[src/rtl/reg_file_pkg.sv]
// Shared constants for the register file slice: default geometry and the zero-register index.
package reg_file_pkg;

    localparam int unsigned RF_DATA_WIDTH  = 32;
    localparam int unsigned RF_ADDR_WIDTH  = 5;
    localparam int unsigned RF_NUM_REGS    = 32;
    localparam int unsigned REG_ZERO       = 0;
    localparam int unsigned WR_COUNT_WIDTH = 16;

endpackage

[src/rtl/reg_file_if.sv]
// Register file bus: two operand read ports, one write port, zero flag, debug read, write counter.
interface reg_file_if
    import reg_file_pkg::*;
#(
    parameter int unsigned DATA_WIDTH = RF_DATA_WIDTH,
    parameter int unsigned ADDR_WIDTH = RF_ADDR_WIDTH
);

    logic [ADDR_WIDTH-1:0]     rs1_addr;
    logic [ADDR_WIDTH-1:0]     rs2_addr;
    logic [DATA_WIDTH-1:0]     rs1_data;
    logic [DATA_WIDTH-1:0]     rs2_data;
    logic                      wr_en;
    logic [ADDR_WIDTH-1:0]     wr_addr;
    logic [DATA_WIDTH-1:0]     wr_data;
    logic                      flag_we;
    logic                      z_in;
    logic                      z_flag_q;
    logic [ADDR_WIDTH-1:0]     dbg_addr;
    logic [DATA_WIDTH-1:0]     dbg_data;
    logic [WR_COUNT_WIDTH-1:0] wr_count;

    // Core / test logic side.
    modport master (
        output rs1_addr, rs2_addr, wr_en, wr_addr, wr_data, flag_we, z_in, dbg_addr,
        input  rs1_data, rs2_data, z_flag_q, dbg_data, wr_count
    );

    // Register file side.
    modport slave (
        input  rs1_addr, rs2_addr, wr_en, wr_addr, wr_data, flag_we, z_in, dbg_addr,
        output rs1_data, rs2_data, z_flag_q, dbg_data, wr_count
    );

endinterface

[src/rtl/reg_file_read_port.sv]
// One combinational read port: index decode, zero/out-of-range masking and write-through bypass.
module reg_file_read_port
    import reg_file_pkg::*;
#(
    parameter int unsigned DATA_WIDTH = RF_DATA_WIDTH,
    parameter int unsigned ADDR_WIDTH = RF_ADDR_WIDTH,
    parameter int unsigned NUM_REGS   = RF_NUM_REGS
) (
    input  logic [ADDR_WIDTH-1:0] addr,
    input  logic                  wr_en,
    input  logic [ADDR_WIDTH-1:0] wr_addr,
    input  logic [DATA_WIDTH-1:0] wr_data,
    input  logic [DATA_WIDTH-1:0] regs [NUM_REGS],
    output logic [DATA_WIDTH-1:0] data
);

    localparam int unsigned IdxW = (NUM_REGS > 1) ? $clog2(NUM_REGS) : 1;

    logic            addr_valid;
    logic            bypass_hit;
    logic [IdxW-1:0] idx;

    assign addr_valid = (addr != ADDR_WIDTH'(REG_ZERO)) && (32'(addr) < NUM_REGS);
    assign bypass_hit = wr_en && (addr == wr_addr);
    assign idx        = addr[IdxW-1:0];

    // Bypass beats the array so a write is visible in the cycle it is issued.
    always_comb begin
        data = '0;
        if (addr_valid) begin
            data = bypass_hit ? wr_data : regs[idx];
        end
    end

endmodule

[src/rtl/reg_file.sv]
// Architectural register file: 2 operand read ports, 1 write port, debug read port,
// sticky zero flag and a saturating committed-write counter.
module reg_file
    import reg_file_pkg::*;
#(
    parameter int unsigned DATA_WIDTH = RF_DATA_WIDTH,
    parameter int unsigned ADDR_WIDTH = RF_ADDR_WIDTH,
    parameter int unsigned NUM_REGS   = RF_NUM_REGS
) (
    input logic       clk,
    input logic       rst_n,
    reg_file_if.slave bus
);

    localparam int unsigned IdxW = (NUM_REGS > 1) ? $clog2(NUM_REGS) : 1;

    logic [DATA_WIDTH-1:0]     regs_q [NUM_REGS];
    logic                      flag_q;
    logic [WR_COUNT_WIDTH-1:0] count_q;
    logic                      wr_commit;
    logic [IdxW-1:0]           wr_idx;

    // Writes to r0 or beyond NUM_REGS are dropped and never counted.
    assign wr_commit = bus.wr_en && (bus.wr_addr != ADDR_WIDTH'(REG_ZERO)) &&
                       (32'(bus.wr_addr) < NUM_REGS);
    assign wr_idx    = bus.wr_addr[IdxW-1:0];

    // Register array; r0 is never written so it stays zero after reset.
    always_ff @(posedge clk or negedge rst_n) begin
        if (!rst_n) begin
            for (int i = 0; i < int'(NUM_REGS); i++) begin
                regs_q[i] <= '0;
            end
        end else if (wr_commit) begin
            regs_q[wr_idx] <= bus.wr_data;
        end
    end

    // Sticky zero flag, captured only when flag_we is set.
    always_ff @(posedge clk or negedge rst_n) begin
        if (!rst_n) begin
            flag_q <= 1'b0;
        end else if (bus.flag_we) begin
            flag_q <= bus.z_in;
        end
    end

    // Committed-write counter, saturating at all-ones.
    always_ff @(posedge clk or negedge rst_n) begin
        if (!rst_n) begin
            count_q <= '0;
        end else if (wr_commit && (count_q != '1)) begin
            count_q <= count_q + 1'b1;
        end
    end

    assign bus.z_flag_q = flag_q;
    assign bus.wr_count = count_q;

    reg_file_read_port #(
        .DATA_WIDTH (DATA_WIDTH),
        .ADDR_WIDTH (ADDR_WIDTH),
        .NUM_REGS   (NUM_REGS)
    ) u_rs1_port (
        .addr    (bus.rs1_addr),
        .wr_en   (bus.wr_en),
        .wr_addr (bus.wr_addr),
        .wr_data (bus.wr_data),
        .regs    (regs_q),
        .data    (bus.rs1_data)
    );

    reg_file_read_port #(
        .DATA_WIDTH (DATA_WIDTH),
        .ADDR_WIDTH (ADDR_WIDTH),
        .NUM_REGS   (NUM_REGS)
    ) u_rs2_port (
        .addr    (bus.rs2_addr),
        .wr_en   (bus.wr_en),
        .wr_addr (bus.wr_addr),
        .wr_data (bus.wr_data),
        .regs    (regs_q),
        .data    (bus.rs2_data)
    );

    reg_file_read_port #(
        .DATA_WIDTH (DATA_WIDTH),
        .ADDR_WIDTH (ADDR_WIDTH),
        .NUM_REGS   (NUM_REGS)
    ) u_dbg_port (
        .addr    (bus.dbg_addr),
        .wr_en   (bus.wr_en),
        .wr_addr (bus.wr_addr),
        .wr_data (bus.wr_data),
        .regs    (regs_q),
        .data    (bus.dbg_data)
    );

endmodule
[src/flat_wrapper.sv]
// flat-port wrapper written by rule: the top's interface ports become plain ports
module reg_file_flat import reg_file_pkg::*;
#(
    parameter int unsigned DATA_WIDTH = RF_DATA_WIDTH,
    parameter int unsigned ADDR_WIDTH = RF_ADDR_WIDTH,
    parameter int unsigned NUM_REGS   = RF_NUM_REGS
)
  (clk, rst_n, bus_rs1_addr, bus_rs2_addr, bus_wr_en, bus_wr_addr, bus_wr_data, bus_flag_we, bus_z_in, bus_dbg_addr, bus_rs1_data, bus_rs2_data, bus_z_flag_q, bus_dbg_data, bus_wr_count);
  reg_file_if #(.DATA_WIDTH(DATA_WIDTH), .ADDR_WIDTH(ADDR_WIDTH)) bus_i ();
  input logic clk;
  input logic rst_n;
  input wire logic [$bits(bus_i.rs1_addr)-1:0] bus_rs1_addr;
  input wire logic [$bits(bus_i.rs2_addr)-1:0] bus_rs2_addr;
  input wire logic [$bits(bus_i.wr_en)-1:0] bus_wr_en;
  input wire logic [$bits(bus_i.wr_addr)-1:0] bus_wr_addr;
  input wire logic [$bits(bus_i.wr_data)-1:0] bus_wr_data;
  input wire logic [$bits(bus_i.flag_we)-1:0] bus_flag_we;
  input wire logic [$bits(bus_i.z_in)-1:0] bus_z_in;
  input wire logic [$bits(bus_i.dbg_addr)-1:0] bus_dbg_addr;
  output wire logic [$bits(bus_i.rs1_data)-1:0] bus_rs1_data;
  output wire logic [$bits(bus_i.rs2_data)-1:0] bus_rs2_data;
  output wire logic [$bits(bus_i.z_flag_q)-1:0] bus_z_flag_q;
  output wire logic [$bits(bus_i.dbg_data)-1:0] bus_dbg_data;
  output wire logic [$bits(bus_i.wr_count)-1:0] bus_wr_count;
  assign bus_i.rs1_addr = bus_rs1_addr;
  assign bus_i.rs2_addr = bus_rs2_addr;
  assign bus_i.wr_en = bus_wr_en;
  assign bus_i.wr_addr = bus_wr_addr;
  assign bus_i.wr_data = bus_wr_data;
  assign bus_i.flag_we = bus_flag_we;
  assign bus_i.z_in = bus_z_in;
  assign bus_i.dbg_addr = bus_dbg_addr;
  assign bus_rs1_data = bus_i.rs1_data;
  assign bus_rs2_data = bus_i.rs2_data;
  assign bus_z_flag_q = bus_i.z_flag_q;
  assign bus_dbg_data = bus_i.dbg_data;
  assign bus_wr_count = bus_i.wr_count;
  reg_file #(.DATA_WIDTH(DATA_WIDTH), .ADDR_WIDTH(ADDR_WIDTH), .NUM_REGS(NUM_REGS)) u_core (.clk(clk), .rst_n(rst_n), .bus(bus_i));
endmodule
[config.mk]
export PLATFORM = sky130hd
export DESIGN_NAME = reg_file_flat
export DESIGN_NICKNAME = d
export VERILOG_FILES = /design/src/rtl/reg_file_pkg.sv /design/src/rtl/reg_file_if.sv /design/src/rtl/reg_file_read_port.sv /design/src/rtl/reg_file.sv /design/src/flat_wrapper.sv
export SDC_FILE = /design/constraint.sdc
export NUM_CORES = 2
export LEC_CHECK = 0
export ABC_AREA = 0
export BUFFER_PORTS_ARGS = -buffer_cell sky130_fd_sc_hd__buf_4
export CORE_MARGIN = 2
export CORE_UTILIZATION = 37
export CTS_CLUSTER_DIAMETER = 200
export DETAILED_ROUTE_END_ITERATION = 16
export HOLD_SLACK_MARGIN = 0.06
export PLACE_DENSITY = 0.61
export SLEW_MARGIN = 20
export SYNTH_ARGS = -nofsm -noshare
export SYNTH_HDL_FRONTEND = slang
export SYNTH_SLANG_ARGS = --single-unit
[constraint.sdc]
create_clock -name clk -period 2.8 [get_ports clk]
set_input_delay 0.14 -clock clk [delete_from_list [all_inputs] [get_ports clk]]
set_output_delay 0.14 -clock clk [all_outputs]
set_load 0.01 [all_outputs]
* Word level (Yosys, flattened, before mapping)
Cells that the tools add are included.
Word-level totals: output and inout bits 113, logic and storage cells 76, bits of input ports 57, register bits after elaboration 1041
Cells by class: equal/unequal tests 4, bitwise logic cells 4, reductions and logical operators 10, mux-type cells 18, $add $sub $neg 1, $lt $le $gt $ge 5
Operators with widths (number):
- bitwise mux 1024 bit | 1
- binary-select mux 32 bit (select 5 bit) | 3
- 2-to-1 mux 32 bit | 13
- demux 32 bit (select 5 bit) | 1
- >= comparator 6 bit, second input constant | 4
- NOT 5 -> 6 bit | 4
- nonzero test 5 bit | 4
- adder 16 x 1 -> 16 bit, second input constant | 1
- inequality test 16 bit, second input constant | 1
- == test 5 bit | 3
- logical AND 1 bit | 6
- < comparator 6 x 1 -> 1 bit, second input constant | 1

* Depth between registers and ports, before layout
depth in word-level cells 6, mapped depth 10, depth with buffers taken out 6

* By module
Synthesis repeated with hierarchy kept, for this count alone.
Unflattened totals: cells, all modules 4921, area, all modules 66311.1 µm²
By module, submodules not included:
- reg_file | cells each 2365, area each 39041.2 µm², seq. area each 26050.0 µm², times used 1
- reg_file_read_port | cells each 852, area each 9090.0 µm², seq. area each 0.0 µm², times used 3

* Worst setup path after synthesis
OpenSTA, ideal clock, no wires.
path kind input-to-output, from input port bus_rs1_addr[0], to output port bus_rs1_data[10], setup slack 0.825 ns, cell stages on the path 9, path buffers 4, data arrival time 1.835 ns, data required time 2.660 ns, cells stage by stage buf_4 > buf_8 > buf_6 > buf_2 > mux4_2 > mux2i_1 > mux2i_1 > o22ai_1 > nor2_1
Between the ends: cells in the longest elaborated chain, start to end 6, elaborated cells on any way between the ends 9, those cells by class 1 x eq/ne; 5 x mux; 1 x bitwise; 2 x reduce/logical
RTL lines:
- start: declaration | line flat_wrapper.sv:12 | input wire logic [$bits(bus_i.rs1_addr)-1:0] bus_rs1_addr;
- NOT 5 -> 6 bit (not written as such) | line reg_file_read_port.sv:31 | data = bypass_hit ? wr_data : regs[idx];
- binary-select mux 32 bit (select 5 bit) | line reg_file_read_port.sv:31
- 2-to-1 mux 32 bit (not written as such) (2 in series) | line reg_file_read_port.sv:31
- 2-to-1 mux 32 bit | line reg_file_read_port.sv:31
- 2-to-1 mux 32 bit (*) | line reg_file_read_port.sv:30 | if (addr_valid) begin
- end: declaration | line flat_wrapper.sv:20 | output wire logic [$bits(bus_i.rs1_data)-1:0] bus_rs1_data;
Every way passes the cells marked *; elsewhere a longest branch is shown, timed or not. The select of a mux whose other input is x is not followed.

* Worst setup path in the final report
from register u_core.regs_q[753] (netlist name), to output port bus_rs2_data[17]
Between the ends: cells in the longest elaborated chain, start to end 5
RTL lines:
- start: declaration | line reg_file.sv:17 | logic [DATA_WIDTH-1:0] regs_q [NUM_REGS];
- start signal: indexed assignment | line reg_file.sv:35 | regs_q[wr_idx] <= bus.wr_data;
- binary-select mux 32 bit (select 5 bit) | line reg_file_read_port.sv:31
- 2-to-1 mux 32 bit (not written as such) (2 in series) | line reg_file_read_port.sv:31
- 2-to-1 mux 32 bit | line reg_file_read_port.sv:31
- 2-to-1 mux 32 bit | line reg_file_read_port.sv:30
- end: declaration | line flat_wrapper.sv:21 | output wire logic [$bits(bus_i.rs2_data)-1:0] bus_rs2_data;
No other way between the ends. The select of a mux whose other input is x is not followed.

==> results.json <==
{
  "cp.required_ns": 2.66,
  "fin_area_um2": 75700,
  "ant_nets": 0,
  "syn_area_um2": 65200,
  "grt_pass1_vias": 46000,
  "grt_usage_pct": 26.1,
  "violations": "negative setup slack",
  "drt_iter0_markers": 4698,
  "min_period_over_period_pct": 106,
  "nNetsFinal": 4611,
  "drive_gt1_share_pct": 57.0,
  "place_area_um2": 70800,
  "core_area_um2": 176000,
  "rrSetupSlack_ns": 0.47,
  "synthTopCellsByCount": "dfrtp_1, mux2_2, mux4_2",
  "overflow": 0,
  "synth-async-reset-ratio_pct": 100,
  "cts_tree": "done",
  "dpl.cell_count": 6720,
  "crit_path_start_kind": "register",
  "hold_path.class": "input port to asynchronous set/reset pin",
  "relSlewSlack_pct": 23.5,
  "dp_slack_ns": -0.0743,
  "clockBufferDepth": 3,
  "numClockSinks": 1041,
  "powerDensity_nw_per_um2": 657,
  "clkLatencyLatePin_ns": 0.74,
  "detail_route.wl_per_cell_um": 33.7,
  "finalHoldViolations": 0,
  "grt_max_degree": 144,
  "setup_viol": 8,
  "num_rows": 154,
  "clk_pin_slew_ns": 0.06,
  "io_pins": 170,
  "synth-seq-area-share_pct": 40.0,
  "setup_ws_ns": -0.155,
  "grt_pass1_wl_um": 341000,
  "fmax_mhz": 338,
  "fin_skew_ns": 0.00477,
  "synth_edf_count": 0,
  "netlist_instances": 4386,
  "vias_per_cell": 6.42,
  "stdcell_count": 6992,
  "yosys_warnings": 0,
  "numCtsBuffers": 112,
  "num_vias": 44900,
  "synth.most_common_cell": "dfrtp_1",
  "yosys.area.top_type_share_pct": 40.0,
  "outcome": "finished, violations left",
  "die_area_um2": 180000,
  "cts_root_buffer": "clkbuf_16",
  "ir_worst_vdd_uv": 580,
  "numPortBuffers": 169,
  "worstMarginPinSlew_ns": 1.15,
  "cp-end-kind": "output port",
  "rsz0062_at_grt": "true",
  "p_leak_nw": 32.2,
  "syn2layout_area_growth_pct": 16.2,
  "fin_total_pwr_w": 0.0497,
  "syn_nets": 4444,
  "drv_cap": 0,
  "crit_type": "register to output port",
  "cp_max_fo": 4,
  "yosysTopAreaCell": "dfrtp_1",
  "antenna_found_initial": 6,
  "hpwl_um": 150000,
  "die_x_um": 424,
  "synth_top_flop_cell": "dfrtp_1",
  "drt-total-wl_um": 236000,
  "firstDrtPassIters": 5,
  "drv_slew": 0,
  "fp.dieH_um": 424,
  "cts_max_level": 3,
  "gp_congestion": 0.875,
  "drc": 0,
  "yosysUniqueCellTypes": 67,
  "period_needed_ns": 2.96,
  "start_util_pct": 37.1,
  "synth_area_leaders": "dfrtp_1, mux4_2, mux2_2, mux2i_1, clkbuf_1",
  "crit_arrival_ns": 2.82,
  "ys_seq_elements": 1041,
  "postSynthAreaPerCell_um2": 14.9
}
## where the power goes
group	total [W]	switching, W	internal, W
Clock	0.0156	0.00665	0.00899
Combinational	0.0134	0.00543	0.00794
Sequential	0.0207	0.00284	0.0179
## worst max-delay path, stage by stage (launching register included)
cell and delay [ns]:
dfrtp_1 0.41, mux4_2 0.48, mux4_2 0.47, nor2b_4 0.14
a221o_2 0.40, buf_6 0.16
## layout by cell type (no fill, tap or decap), types with 8 or more instances in the layout
cell,instances
mux2i_1,340
nand3b_1,11
dfrtp_1,1039
mux4_2,758
buf_4,419
buf_12,98
a22oi_1,10
nor2_4,15
nand3_1,27
dlygate4sd3_1,38
nand2_1,20
clkinv_2,24
o211ai_1,14
nor2_2,12
a21oi_2,9
nor2_1,83
or2_2,8
a221o_1,23
a221oi_2,9
mux2_2,1019
nor2b_1,8
buf_6,9
o22ai_1,55
bufinv_16,9
o21ai_0,92
a221oi_1,42
nand4_1,9
o22ai_2,23
clkbuf_16,114
nand2_4,15
clkbuf_1,28
and3_1,8
clkbuf_8,27
xnor2_1,24
a31oi_1,9
a21oi_1,31
## flip-flops by register name, indices dropped and copies added (netlist names)
name	flops
u_core.bus.wr_count	16
u_core.bus.z_flag_q	1
u_core.regs_q	1024
## what timing repair did
item | CTS | global route
hold endpoints to repair | 2044 | 0
buffers inserted | 10 | 12
resized for setup | 83 | 32
setup endpoints to repair | 46 | 33
hold buffers | 38 | 0
pin swaps | 20 | 12
## layout make-up
type | count | area [um2]
fillers | 15600 | 99800
multi-input cells | 2815 | 37200
diodes | 1 | 2.50
well taps | 2340 | 2930
repair buffers | 573 | 5720
clock buffers | 167 | 3300
inverters | 10 | 38.8
clock inverters | 45 | 520
flip-flops and latches | 1041 | 26100
## final timing paths
check / from / endpoint / cells past startpoint
setup / recovery: u_core.regs_q[753] / bus_rs2_data[17] / 5
setup reg to reg: u_core.bus.wr_count[0] / u_core.bus.wr_count[1] / 5
hold reg to reg: u_core.regs_q[1017] / u_core.regs_q[1017] / 0
min in group clk: bus_wr_addr[3] / u_core.regs_q[988] / 5
hold / removal: rst_n / u_core.regs_q[708] / 3
max in group asynchronous: rst_n / u_core.regs_q[399] / 3
## metal layers
| layer | track usage (%) | up-vias | part of all wire [%] |
|---|---|---|---|
| li1 | - | 17800 | - |
| met1 | 32.9 | 24100 | 38 |
| met2 | 41.5 | 2281 | 47 |
| met3 | 5.19 | 700 | 7.7 |
| met4 | 16.0 | 4 | 6.9 |
| met5 | 0 | - | 0.011 |
## metrics by stage
| stage | utilization, % | hold slack, ns | setup TNS [ns] |
|---|---|---|---|
| floorplan | - | -0.156 | 0 |
| global placement | 40.3 | 0.0366 | -0.0811 |
| detailed placement | 40.3 | 0.0389 | -0.0743 |
| CTS | 43.0 | 0.0707 | -0.869 |
| global route | 43.1 | 0.148 | -0.956 |
| finish | 43.1 | 0.125 | -0.542 |
## logic make-up (layout without fill, tap and decap cells)
logic type | Yosys count | in the layout | share of synthesized area (%)
simple gates | 273 | 273 | 2.09
xor+xnor | 30 | 30 | 0.403
compound gates | 384 | 384 | 3.96
flops | 1041 | 1041 | 40.0
mux | 2127 | 2127 | 49.3
fa+ha+maj | 1 | 1 | 0.0192
other cells | 0 | 1 | 0
buf+inv | 530 | 795 | 4.29
Note: power is estimated with default switching activity, not from simulation.
